### src/rtl/mem_arb_pkg.sv
// mem_arb_pkg: shared types and defaults for the unified memory port arbiter.
// Holds the arbiter state encoding and the read-return owner tags.
package mem_arb_pkg;

    localparam int AW_DEF = 7;
    localparam int DW_DEF = 32;

    typedef enum logic {
        IDLE,
        LOCKED
    } arb_state_t;

    typedef enum logic [1:0] {
        TAG_NONE,
        TAG_IF,
        TAG_D
    } rd_tag_t;

endpackage

### src/rtl/mem_port_arbiter_if.sv
// mem_port_arbiter_if: fetch, data and RAM bus bundle for the arbiter.
// master = cpu/RAM side, slave = arbiter side.
interface mem_port_arbiter_if
    import mem_arb_pkg::*;
#(
    parameter int AW = AW_DEF,
    parameter int DW = DW_DEF
);

    logic          if_req;
    logic [AW-1:0] if_addr;
    logic          if_gnt;
    logic          if_rvalid;
    logic [DW-1:0] if_rdata;

    logic          d_req;
    logic          d_we;
    logic          d_lock;
    logic [AW-1:0] d_addr;
    logic [DW-1:0] d_wdata;
    logic          d_gnt;
    logic          d_rvalid;
    logic [DW-1:0] d_rdata;

    logic [AW-1:0] ram_addr;
    logic          ram_wren;
    logic [DW-1:0] ram_data;
    logic [DW-1:0] ram_q;

    modport master (
        output if_req, if_addr,
        output d_req, d_we, d_lock, d_addr, d_wdata,
        output ram_q,
        input  if_gnt, if_rvalid, if_rdata,
        input  d_gnt, d_rvalid, d_rdata,
        input  ram_addr, ram_wren, ram_data
    );

    modport slave (
        input  if_req, if_addr,
        input  d_req, d_we, d_lock, d_addr, d_wdata,
        input  ram_q,
        output if_gnt, if_rvalid, if_rdata,
        output d_gnt, d_rvalid, d_rdata,
        output ram_addr, ram_wren, ram_data
    );

endinterface

### src/rtl/rd_tag_pipe.sv
// rd_tag_pipe: RD_LAT-deep owner-tag shift register with synchronous clear.
// The tail tag selects which requester sees the RAM output as valid.
module rd_tag_pipe
    import mem_arb_pkg::*;
#(
    parameter int RD_LAT = 1
) (
    input  logic    clk,
    input  logic    rst_n,
    input  rd_tag_t tag_in,
    output logic    if_rvalid,
    output logic    d_rvalid
);

    rd_tag_t tags [RD_LAT];

    // shift each cycle's owner tag along in step with the RAM read latency
    always_ff @(posedge clk) begin
        if (!rst_n) begin
            for (int i = 0; i < RD_LAT; i++) tags[i] <= TAG_NONE;
        end else begin
            tags[0] <= tag_in;
            for (int i = 1; i < RD_LAT; i++) tags[i] <= tags[i-1];
        end
    end

    // in-flight reads are dropped while reset is held
    assign if_rvalid = rst_n && (tags[RD_LAT-1] == TAG_IF);
    assign d_rvalid  = rst_n && (tags[RD_LAT-1] == TAG_D);

endmodule

### src/rtl/mem_port_arbiter.sv
// mem_port_arbiter: shares one single-port RAM between fetch and data paths.
// Optional fetch anti-starvation boost: define MEM_ARB_STARVE_GUARD_EN.
module mem_port_arbiter
    import mem_arb_pkg::*;
#(
    parameter int AW           = AW_DEF,
    parameter int DW           = DW_DEF,
    parameter int RD_LAT       = 1,
    parameter int STARVE_LIMIT = 4
) (
    input  logic               clk,
    input  logic               rst_n,
    mem_port_arbiter_if.slave  bus,
    output logic               locked
);

    arb_state_t state;
    rd_tag_t    tag_in;
    logic       boost;
    logic       if_gnt;
    logic       d_gnt;

`ifdef MEM_ARB_STARVE_GUARD_EN
    localparam int CW = $clog2(STARVE_LIMIT + 1);

    logic [CW-1:0] starve_cnt;

    assign boost = (state == IDLE) && (starve_cnt >= CW'(STARVE_LIMIT));

    // count consecutive denied fetch cycles; grant, no request or lock restart it
    always_ff @(posedge clk) begin
        if (!rst_n) begin
            starve_cnt <= '0;
        end else if (state == LOCKED || !bus.if_req || if_gnt) begin
            starve_cnt <= '0;
        end else if (!boost) begin
            starve_cnt <= starve_cnt + 1'b1;
        end
    end
`else
    assign boost = 1'b0;
`endif

    assign d_gnt  = rst_n & bus.d_req & ~boost;
    assign if_gnt = rst_n & bus.if_req &
                    (boost | (~bus.d_req & (state == IDLE)));

    assign bus.d_gnt    = d_gnt;
    assign bus.if_gnt   = if_gnt;
    assign bus.if_rdata = bus.ram_q;
    assign bus.d_rdata  = bus.ram_q;

    // steer the granted requester onto the RAM and tag reads by owner
    always_comb begin
        bus.ram_addr = {AW{1'b0}};
        bus.ram_wren = 1'b0;
        bus.ram_data = {DW{1'b0}};
        tag_in       = TAG_NONE;
        unique case (1'b1)
            d_gnt: begin
                bus.ram_addr = bus.d_addr;
                bus.ram_wren = bus.d_we;
                bus.ram_data = bus.d_wdata;
                tag_in       = bus.d_we ? TAG_NONE : TAG_D;
            end
            if_gnt: begin
                bus.ram_addr = bus.if_addr;
                tag_in       = TAG_IF;
            end
            default: ;
        endcase
    end

    // lock FSM: data side keeps the port across a multi-word transfer
    always_ff @(posedge clk) begin
        if (!rst_n) begin
            state  <= IDLE;
            locked <= 1'b0;
        end else begin
            unique case (state)
                IDLE: begin
                    if (d_gnt && bus.d_lock) begin
                        state  <= LOCKED;
                        locked <= 1'b1;
                    end
                end
                LOCKED: begin
                    if (d_gnt && !bus.d_lock) begin
                        state  <= IDLE;
                        locked <= 1'b0;
                    end
                end
            endcase
        end
    end

    rd_tag_pipe #(
        .RD_LAT    (RD_LAT)
    ) u_rd_tag_pipe (
        .clk       (clk),
        .rst_n     (rst_n),
        .tag_in    (tag_in),
        .if_rvalid (bus.if_rvalid),
        .d_rvalid  (bus.d_rvalid)
    );

endmodule

### src/flat_wrapper.sv
// flat-port wrapper written by rule: the top's interface ports become plain ports
module mem_port_arbiter_flat import mem_arb_pkg::*;
#(
    parameter int AW           = AW_DEF,
    parameter int DW           = DW_DEF,
    parameter int RD_LAT       = 1,
    parameter int STARVE_LIMIT = 4
)
  (clk, rst_n, locked, bus_if_req, bus_if_addr, bus_d_req, bus_d_we, bus_d_lock, bus_d_addr, bus_d_wdata, bus_ram_q, bus_if_gnt, bus_if_rvalid, bus_if_rdata, bus_d_gnt, bus_d_rvalid, bus_d_rdata, bus_ram_addr, bus_ram_wren, bus_ram_data);
  mem_port_arbiter_if #(.AW(AW), .DW(DW)) bus_i ();
  input  logic clk;
  input  logic rst_n;
  output logic locked;
  input wire logic [$bits(bus_i.if_req)-1:0] bus_if_req;
  input wire logic [$bits(bus_i.if_addr)-1:0] bus_if_addr;
  input wire logic [$bits(bus_i.d_req)-1:0] bus_d_req;
  input wire logic [$bits(bus_i.d_we)-1:0] bus_d_we;
  input wire logic [$bits(bus_i.d_lock)-1:0] bus_d_lock;
  input wire logic [$bits(bus_i.d_addr)-1:0] bus_d_addr;
  input wire logic [$bits(bus_i.d_wdata)-1:0] bus_d_wdata;
  input wire logic [$bits(bus_i.ram_q)-1:0] bus_ram_q;
  output wire logic [$bits(bus_i.if_gnt)-1:0] bus_if_gnt;
  output wire logic [$bits(bus_i.if_rvalid)-1:0] bus_if_rvalid;
  output wire logic [$bits(bus_i.if_rdata)-1:0] bus_if_rdata;
  output wire logic [$bits(bus_i.d_gnt)-1:0] bus_d_gnt;
  output wire logic [$bits(bus_i.d_rvalid)-1:0] bus_d_rvalid;
  output wire logic [$bits(bus_i.d_rdata)-1:0] bus_d_rdata;
  output wire logic [$bits(bus_i.ram_addr)-1:0] bus_ram_addr;
  output wire logic [$bits(bus_i.ram_wren)-1:0] bus_ram_wren;
  output wire logic [$bits(bus_i.ram_data)-1:0] bus_ram_data;
  assign bus_i.if_req = bus_if_req;
  assign bus_i.if_addr = bus_if_addr;
  assign bus_i.d_req = bus_d_req;
  assign bus_i.d_we = bus_d_we;
  assign bus_i.d_lock = bus_d_lock;
  assign bus_i.d_addr = bus_d_addr;
  assign bus_i.d_wdata = bus_d_wdata;
  assign bus_i.ram_q = bus_ram_q;
  assign bus_if_gnt = bus_i.if_gnt;
  assign bus_if_rvalid = bus_i.if_rvalid;
  assign bus_if_rdata = bus_i.if_rdata;
  assign bus_d_gnt = bus_i.d_gnt;
  assign bus_d_rvalid = bus_i.d_rvalid;
  assign bus_d_rdata = bus_i.d_rdata;
  assign bus_ram_addr = bus_i.ram_addr;
  assign bus_ram_wren = bus_i.ram_wren;
  assign bus_ram_data = bus_i.ram_data;
  mem_port_arbiter #(.AW(AW), .DW(DW), .RD_LAT(RD_LAT), .STARVE_LIMIT(STARVE_LIMIT)) u_core (.clk(clk), .rst_n(rst_n), .bus(bus_i), .locked(locked));
endmodule
### config.mk
export PLATFORM = sky130hd
export DESIGN_NAME = mem_port_arbiter_flat
export DESIGN_NICKNAME = d
export VERILOG_FILES = /design/src/rtl/mem_arb_pkg.sv /design/src/rtl/mem_port_arbiter_if.sv /design/src/rtl/rd_tag_pipe.sv /design/src/rtl/mem_port_arbiter.sv /design/src/flat_wrapper.sv
export SDC_FILE = /design/constraint.sdc
export NUM_CORES = 1
export LEC_CHECK = 0
export BUFFER_PORTS_ARGS = -buffer_cell sky130_fd_sc_hd__buf_2
export CORE_AREA = 2 2 75 77
export CTS_BUF_LIST = sky130_fd_sc_hd__clkbuf_2 sky130_fd_sc_hd__clkbuf_4 sky130_fd_sc_hd__clkbuf_8
export CTS_CLUSTER_SIZE = 12
export DETAILED_ROUTE_END_ITERATION = 10
export DIE_AREA = 0 0 77 79
export GPL_TIMING_DRIVEN = 0
export PLACE_DENSITY_LB_ADDON = 0.1
export SLEW_MARGIN = 5
export SYNTH_ARGS = -nofsm -noshare
export SYNTH_HDL_FRONTEND = slang
export SYNTH_SLANG_ARGS = --single-unit
### constraint.sdc
create_clock -name clk -period 0.8 [get_ports clk]
set_input_delay 0.04 -clock clk [delete_from_list [all_inputs] [get_ports clk]]
set_output_delay 0.04 -clock clk [all_outputs]
set_load 0.05 [all_outputs]
Yosys cells after proc, flatten, opt, wreduce, memory -nomap -nowiden

Memories as Yosys holds them, arrays and structs flattened.
Cells that the tools add are included.

Output and inout bits: 109
Memories: 1
Flip-flop bits (word level): 2
Word-level logic and storage cells: 35
Bits of input ports: 84
RAM bits: 2

Eq/ne operators: 4
Bitwise logic cells: 6
Multiplexer cells: 15
Reductions and logical operators: 7

Memories:

| memory                    | words | width | read ports | clocked after memory_dff | write ports | RTL line          | text |
|---|---|---|---|---|---|---|---|
| u_core.u_rd_tag_pipe.tags | 1     | 2     | 1          | 0                        | 1           | rd_tag_pipe.sv:15 | `rd_tag_t tags [RD_LAT];` |

Operators with widths:

| kind                                                                   | number |
|---|---|
| 32-bit 2-to-1 mux                                                      | 1 |
| 7-bit one-hot mux with 2 select lines                                  | 1 |
| 1-bit 2-to-1 mux                                                       | 8 |
| 1-bit bitwise AND                                                      | 4 |
| 1-bit logical AND                                                      | 4 |
| 2-bit 2-to-1 mux                                                       | 2 |
| 2-bit != test (second input constant)                                  | 2 |
| 1-bit one-hot mux with 2 select lines                                  | 2 |
| 2-bit one-hot mux with 2 select lines                                  | 1 |
| 2-bit by 1-bit equality test with 1-bit output (second input constant) | 1 |
| 2-bit equality test (second input constant)                            | 1 |
| 1-bit NOT                                                              | 2 |
| 2-bit AND reduction                                                    | 1 |
| 2-bit OR reduction                                                     | 1 |
| 1-bit logical NOT                                                      | 1 |

Logic depth before layout (Yosys ltp)

Gate-level depths: netlist of the first run.

Depth after elaboration: 5
Depth in mapped cells: 5
Gate-level depth less buffers: 3

Modules after synthesis

Synthesis of the first run repeated with hierarchy kept, for this count alone.

Cells, all modules: 148
Area, all modules: 1,053.5 um^2

Modules (own cells, without submodules):

| module           | sequential area each (um^2) | area an instance (um^2) | times used | cells each |
|---|---|---|---|---|
| mem_port_arbiter | 40.0                        | 980.9                   | 1          | 142 |
| rd_tag_pipe      | 40.0                        | 72.6                    | 1          | 6 |

Worst setup path after synthesis of the first run

Ideal clock, no wire load.

Kind: reg2out
Start: register with a tool-made name
End: output bus_ram_addr[0]
Arrival: 1.397 ns
Required time: 0.760 ns
Setup slack: -0.637 ns
Stages on the path, launching flop included: 5
Buffers on the path: 1
Path through: dfxtp_1 > nor2b_1 > buf_4 > nand3b_1 > a21boi_1

RTL lines:

| element       | RTL line           | text |
|---|---|---|
| end, declared | flat_wrapper.sv:28 | `output wire logic [$bits(bus_i.ram_addr)-1:0] bus_ram_addr;` |

==> results of run 1 <==
[routing by layer]
| metal | track usage | vias to the layer above | wire (um) | share of wire |
|---|---|---|---|---|
| li1 | - | 760 | - | - |
| met1 | 0.1396 | 654 | 1580 | 0.37 |
| met2 | 0.2430 | 89 | 2352 | 0.55 |
| met3 | 0.02159 | 0 | 374 | 0.087 |
| met4 | 0.01607 | 0 | 0 | 0 |
| met5 | 0 | - | 0 | 0 |
[final cells by class]
class,count,share of cell area
well taps,72,0.03772
inverters,1,0.001572
multi-input cells,69,0.2352
repair buffers,162,0.4301
flip-flops and latches,4,0.03667
clock buffers,3,0.01729
plain buffers,76,0.2415
[per-stage QoR]
stage          area [um^2]  cells  total power [uW]  setup WS (ns)
5_1_grt               2389    387              2733        -0.5535
3_5_place_dp          2068    380              2063        -0.3735
3_3_place_gp          2068    380              2063        -0.3713
2_1_floorplan         1187    150              1678        -0.2564
4_1_cts               2318    386              2609        -0.5092
6_report              2389    387              2621        -0.4954
[power by group through the flow]
| stage | clock network, uW | registers (uW) | logic (uW) |
|---|---|---|---|
| floorplan | 0 | 245 | 1430 |
| global placement | 0 | 227 | 1840 |
| detailed placement | 0 | 228 | 1830 |
| CTS | 433 | 225 | 1950 |
| global route | 444 | 229 | 2060 |
| finish | 420 | 227 | 1970 |
[synth_stat cells, drive strengths merged]
| library cell | n | area (um^2) |
|---|---|---|
| and3b | 3 | 26.28 |
| buf | 72 | 535.5 |
| nand3b | 7 | 52.55 |
| nand3 | 1 | 5.000 |
| mux2i | 1 | 10.01 |
| and3 | 33 | 206.5 |
| nor2 | 1 | 3.750 |
| clkbuf | 4 | 17.52 |
| nor2b | 3 | 18.77 |
| a21boi | 7 | 52.55 |
| dfxtp | 4 | 80.08 |
| and2 | 1 | 6.260 |
| a21oi | 1 | 5.000 |
| nand2 | 10 | 37.54 |
| inv | 1 | 3.750 |
| o21ai | 1 | 5.000 |
[layout by cell type, fill, tap and decap left out]
cell           synthesis  routed
a21boi_4               0       7
a21oi_2                0       1
and2_2                 0       1
and3_1                33      10
and3_2                 0      23
and3b_1                3       1
and3b_2                0       2
buf_2                  5     114
buf_4                 65      92
buf_6                  2      22
buf_8                  0       3
clkbuf_2               2       2
clkbuf_4               0       4
clkbuf_8               0       3
dfxtp_2                0       3
dfxtp_4                0       1
dlygate4sd3_1          0       1
inv_1                  1       1
mux2i_1                1       1
nand2_1               10       9
nand2_2                0       1
nand3_1                1       1
nand3b_1               7       7
nor2_4                 0       1
nor2b_1                3       2
nor2b_4                0       1
o21ai_1                1       1
[cells by family (layout without fill, tap and decap cells)]
family	Yosys count	after routing	synth area share
simple gates	59	59	0.3345
flops	4	4	0.07512
buf+inv	77	242	0.5223
compound gates	9	9	0.05868
mux	1	1	0.009390
[repair_timing]
| action | CTS | global route |
|---|---|---|
| hold endpoints to repair | 1 | 0 |
| hold buffers | 1 | 0 |
| gates cloned | 1 | 0 |
| endpoints found under the setup margin | 45 | 41 |
| pin swaps | 2 | 3 |
| gates resized for setup | 70 | 20 |
| buffers inserted | 1 | 1 |
[critical path, cell delays in order (launching register included)]
cell      delay (ns)
dfxtp_4         0.34
nor2b_4         0.13
buf_4           0.14
nand3b_1        0.11
a21boi_4        0.15
buf_6           0.17
[path summary, 6_finish.rpt]
| path | slack, ns | cells past startpoint | to |
|---|---|---|---|
| max | -0.50 | 5 | bus_ram_addr[4] |
| min | 0.08 | 3 | u_core.locked |
| max reg2reg | -0.07 | 5 | u_core.locked |
| min reg2reg | 0.49 | 2 | u_core.locked |
==> impl_metrics.tcl, run 1 <==
set metrics [dict create \
    status "complete, but fails checks" \
    violations "setup timing" \
    hold_slack_ns 0.08376 \
    synth_area_um2 1066 \
    finalCritPeriodShare 1.619 \
    finalSetupTns_ns -4.135 \
    netlist_instances 150 \
    place.port_buffers 158 \
    p_switching_uw 1374 \
    fin_skew_ns 0.002231 \
    synth-seq-cells 4 \
    final_util 0.4475 \
    clock_latency_ns 0.21 \
    syn_to_final_growth_pct 124.1 \
    cts-root-buf "clkbuf_8" \
    route.detailed.drc 0 \
    ant_nets 0 \
    antenna_found_initial 0 \
    vdd_ir_drop_max_mv 0.5713 \
    initial_utilization 0.1997 \
    final.min_clock_period_ns 1.295 \
    die_x_um 77 \
    drt_wl_total_um 4308 \
    grt_pass1_wl_um 6216 \
    ys_seq_area_frac 0.07512 \
    cts_tree "built" \
    place_hpwl_um 3536 \
    grt_usage 0.1226 \
    multi_input_area_um2 561.8 \
    seq_area_um2 87.58 \
    sequentialPowerShare 0.087 \
    p_clk_frac 0.160 \
    yosys_warnings 0 \
    drv_slew 0 \
    cts.sinks 4 \
    critPathArrivalTime_ns 1.26 \
    hold_viol 0 \
    cts_max_level 1 \
    cts_buffer_depth 2 \
    cts.reportedPaths.clkPinSlew_ns 0.03 \
    grt_overflow 0 \
    num_antenna_cells 0 \
    nFillCells 586 \
    post_drt_wl_per_cell_um 11.13 \
    finalNetCount 401 \
    drt_iter0_drc 14 \
    worst_ep_required_time_ns 0.76 \
    grt_pass1_vias 1451 \
    hp-start "bus_d_lock" \
    p_sw_frac 0.5240 \
    max_slew_margin 0.8220 \
    grt_max_degree 11 \
    syn_avg_cell_area_um2 7.107 \
    worst_setup_path_start_kind "register" \
    path_max_fanout 4 \
    numCtsBuffers 3 \
    p_leak_uw 0.001455 \
    pwr_density_cell_nw_per_um2 1098 \
    worstMarginPinSlew_ns 0.2688 \
    drt_pass1_iterations 4 \
    num_io_pins 193 \
    hold_path_class "in -> reg" \
    finalSetupViolCount 13 \
    max_freq_mhz 772.0 \
    critPathCaptureType "primary output" \
    dieArea_um2 6083 \
    drive_above_1_share 0.8921 \
    crit_type "reg -> out" \
    ys_types 19 \
    rsz0062_at_grt "yes" \
    drv_cap 0 \
    comb_power_share 0.753 \
    setup_ws_ns -0.4954 \
    place_congestion 0.7011 \
    core_um2 5338 \
    die_h_um 79 \
    via_per_inst 3.884 \
    p_int_uw 1248 \
    syn_nets 234 \
    vias 1503 \
    num_rows 27 \
]
Note: power is estimated with default switching activity, not from simulation.
==> run 2, diff against run 1 <==
Settings changed: ABC_AREA from default to 1.
==> run 2 against run 1 <==
Effect of this change:
- the run still ends with setup timing left
- first-iteration DRC count increased by 79%
- clock skew about the same
- count of clock-buffer cells in the layout unchanged
- critical path type unchanged
- highest routed layer unchanged
==> impl_metrics.tcl, run 2 <==
set metrics [dict create \
    dieArea_um2 6083 \
    violations "setup timing" \
    vdd_ir_drop_max_mv 0.5256 \
    drt_iter0_drc 25 \
    die_x_um 77 \
    antenna_found_initial 0 \
    synth_edf_count 0 \
    ys_types 14 \
    synth_common_cells "buf_4 (64), inv_1 (44), nor2_1 (38), nand2_1 (10), o21ai_0 (7)" \
    setup_ws_ns -0.4672 \
    cts_tree "built" \
    nFillCells 538 \
    yosys_warnings 0 \
    synth_area_leader_cell "buf_4" \
    layout.cells.most_common "buf_2" \
    yosys.area_share.simple 0.2046 \
    synth_area_leaders "buf_4 (46%), inv_1 (16%), nor2_1 (14%), dfxtp_1 (7.7%), clkbuf_8 (4.0%)" \
    synthXorXnorAreaFrac 0 \
    rsz0062_at_grt "yes" \
    syn_nets 261 \
    num_io_pins 193 \
    post_drt_wl_per_cell_um 9.123 \
    grt_pass1_wl_um 5830 \
    critPathArrivalTime_ns 1.23 \
    grt_overflow 0 \
    p_total_uw 2622 \
    max_freq_mhz 789.1 \
    p_leak_uw 0.001499 \
    vias 1473 \
    ant_nets 0 \
    synthMuxAreaShare 0 \
    route.detailed.drc 0 \
    status "complete, but fails checks" \
    via_per_inst 3.541 \
    syn_to_final_growth_pct 140.0 \
    synth_compound_area_frac 0.04934 \
    grt_usage 0.1138 \
    dr_wl_met3_um 506 \
    finalCritPeriodShare 1.584 \
    synth-seq-cells 4 \
    worst_setup_path_start_kind "register" \
    worst_ep_required_time_ns 0.76 \
    drive_above_1_share 0.8401 \
    cts.reportedPaths.clkPinSlew_ns 0.03 \
    drt_pass1_iterations 2 \
    critPathCaptureType "primary output" \
    synth.top_cell.area_share 0.4621 \
    synthFlopType "dfxtp_1" \
    cts_buffer_depth 2 \
    place_hpwl_um 3211 \
    clock_latency_ns 0.21 \
    drv_cap 0 \
    path_max_fanout 5 \
    cts-root-buf "clkbuf_8" \
    numCtsBuffers 3 \
    netlist_instances 177 \
    num_antenna_cells 0 \
    pre_cts_ws_ns -0.3831 \
    synth_top_family_by_area "buffers and inverters" \
    top_layer "met3" \
    yosysMostFrequentCell "buf_4" \
    num_rows 27 \
    hold_viol 0 \
    grt_pass1_vias 1385 \
    finalSetupViolCount 41 \
    max_slew_margin 0.8248 \
    grt_max_degree 11 \
    synthAdderAreaFrac 0 \
    place.port_buffers 160 \
    layout_common_cells "buf_2 (118), buf_4 (69), inv_1 (42), buf_6 (35), nor2_2 (34)" \
    final.min_clock_period_ns 1.267 \
    worstMarginPinSlew_ns 0.2646 \
    m1WireLength_um 1235 \
    syn_avg_cell_area_um2 5.874 \
    place_congestion 0.6507 \
    initial_utilization 0.1948 \
    wl_met2_um 2054 \
    core_um2 5338 \
    hold_path_class "in -> reg" \
    finalNetCount 430 \
    fin_skew_ns 0.001961 \
    pwr_density_cell_nw_per_um2 1051 \
    ys_seq_area_frac 0.07702 \
    drt_wl_total_um 3795 \
    drv_slew 0 \
    die_h_um 79 \
    synth_area_um2 1040 \
    crit_type "reg -> out" \
    cts_max_level 1 \
    async_flop_share 0 \
    cts.sinks 4 \
]
==> run 2: power by group <==
| part | internal, uW | switching (uW) | total [uW] |
|---|---|---|---|
| Clock | 319 | 90.0 | 410 |
| Combinational | 679 | 1310 | 1990 |
| Sequential | 213 | 8.22 | 221 |
==> run 2: through the flow <==
step | TNS [ns] | hold slack [ns] | cells | area, um^2 | util
2_1_floorplan | -2.061 | 0.1124 | 177 | 1232 | -
3_3_place_gp | -7.527 | 0.2191 | 409 | 2123 | 0.3978
3_5_place_dp | -7.931 | 0.2255 | 409 | 2123 | 0.3978
4_1_cts | -5.408 | 0.1659 | 417 | 2469 | 0.4625
5_1_grt | -6.654 | 0.1734 | 416 | 2495 | 0.4674
6_report | -4.845 | 0.1687 | 416 | 2495 | 0.4674
==> run 2: worst max-delay path, stage by stage (launching register included) <==
cell	delay, ns
dfxtp_2	0.32
nor2_4	0.15
nand3_4	0.18
o21ai_4	0.19
buf_6	0.17
==> run 2: layer usage <==
metal	GRT usage	vias up
met4	0.01607	0
met5	0	-
met2	0.2360	106
met1	0.1132	599
met3	0.03295	0
li1	-	768
==> run 2: area by class of cell <==
type | instances | area (um^2) | share of cell area
Sequential cell | 4 | 85.08 | 0.03410
Inverter | 45 | 177.7 | 0.07121
Buffer | 67 | 521.8 | 0.2091
Multi-Input combinational cell | 62 | 486.7 | 0.1951
Timing Repair Buffer | 163 | 1092 | 0.4378
Clock buffer | 3 | 41.29 | 0.01655
Tap cell | 72 | 90.09 | 0.03611
==> run 2: what timing repair did <==
| action | CTS | global route |
|---|---|---|
| pin swaps | 1 | 2 |
| buffers inserted | 4 | 1 |
| endpoints found under the setup margin | 44 | 42 |
| endpoints found under the hold margin | 1 | 0 |
| cloned | 1 | 0 |
| gates resized for setup | 84 | 11 |
| hold buffers | 1 | 0 |
==> run 2: final timing paths <==
check | startpoint | endpoint | slack [ns] | cells past startpoint
worst min register to register | u_core.locked | u_core.locked | 0.47 | 2
worst min-delay path | bus_d_req | register | 0.17 | 2
worst max register to register | register | u_core.u_rd_tag_pipe.tags[0][0] | -0.06 | 4
worst max-delay path | register | bus_ram_addr[0] | -0.47 | 4
==> run 2: cell families after synthesis <==
group	Yosys count
AO/OA/AOI/OAI	9
buffers and inverters	112
flip-flops	4
AND/OR/NAND/NOR	52
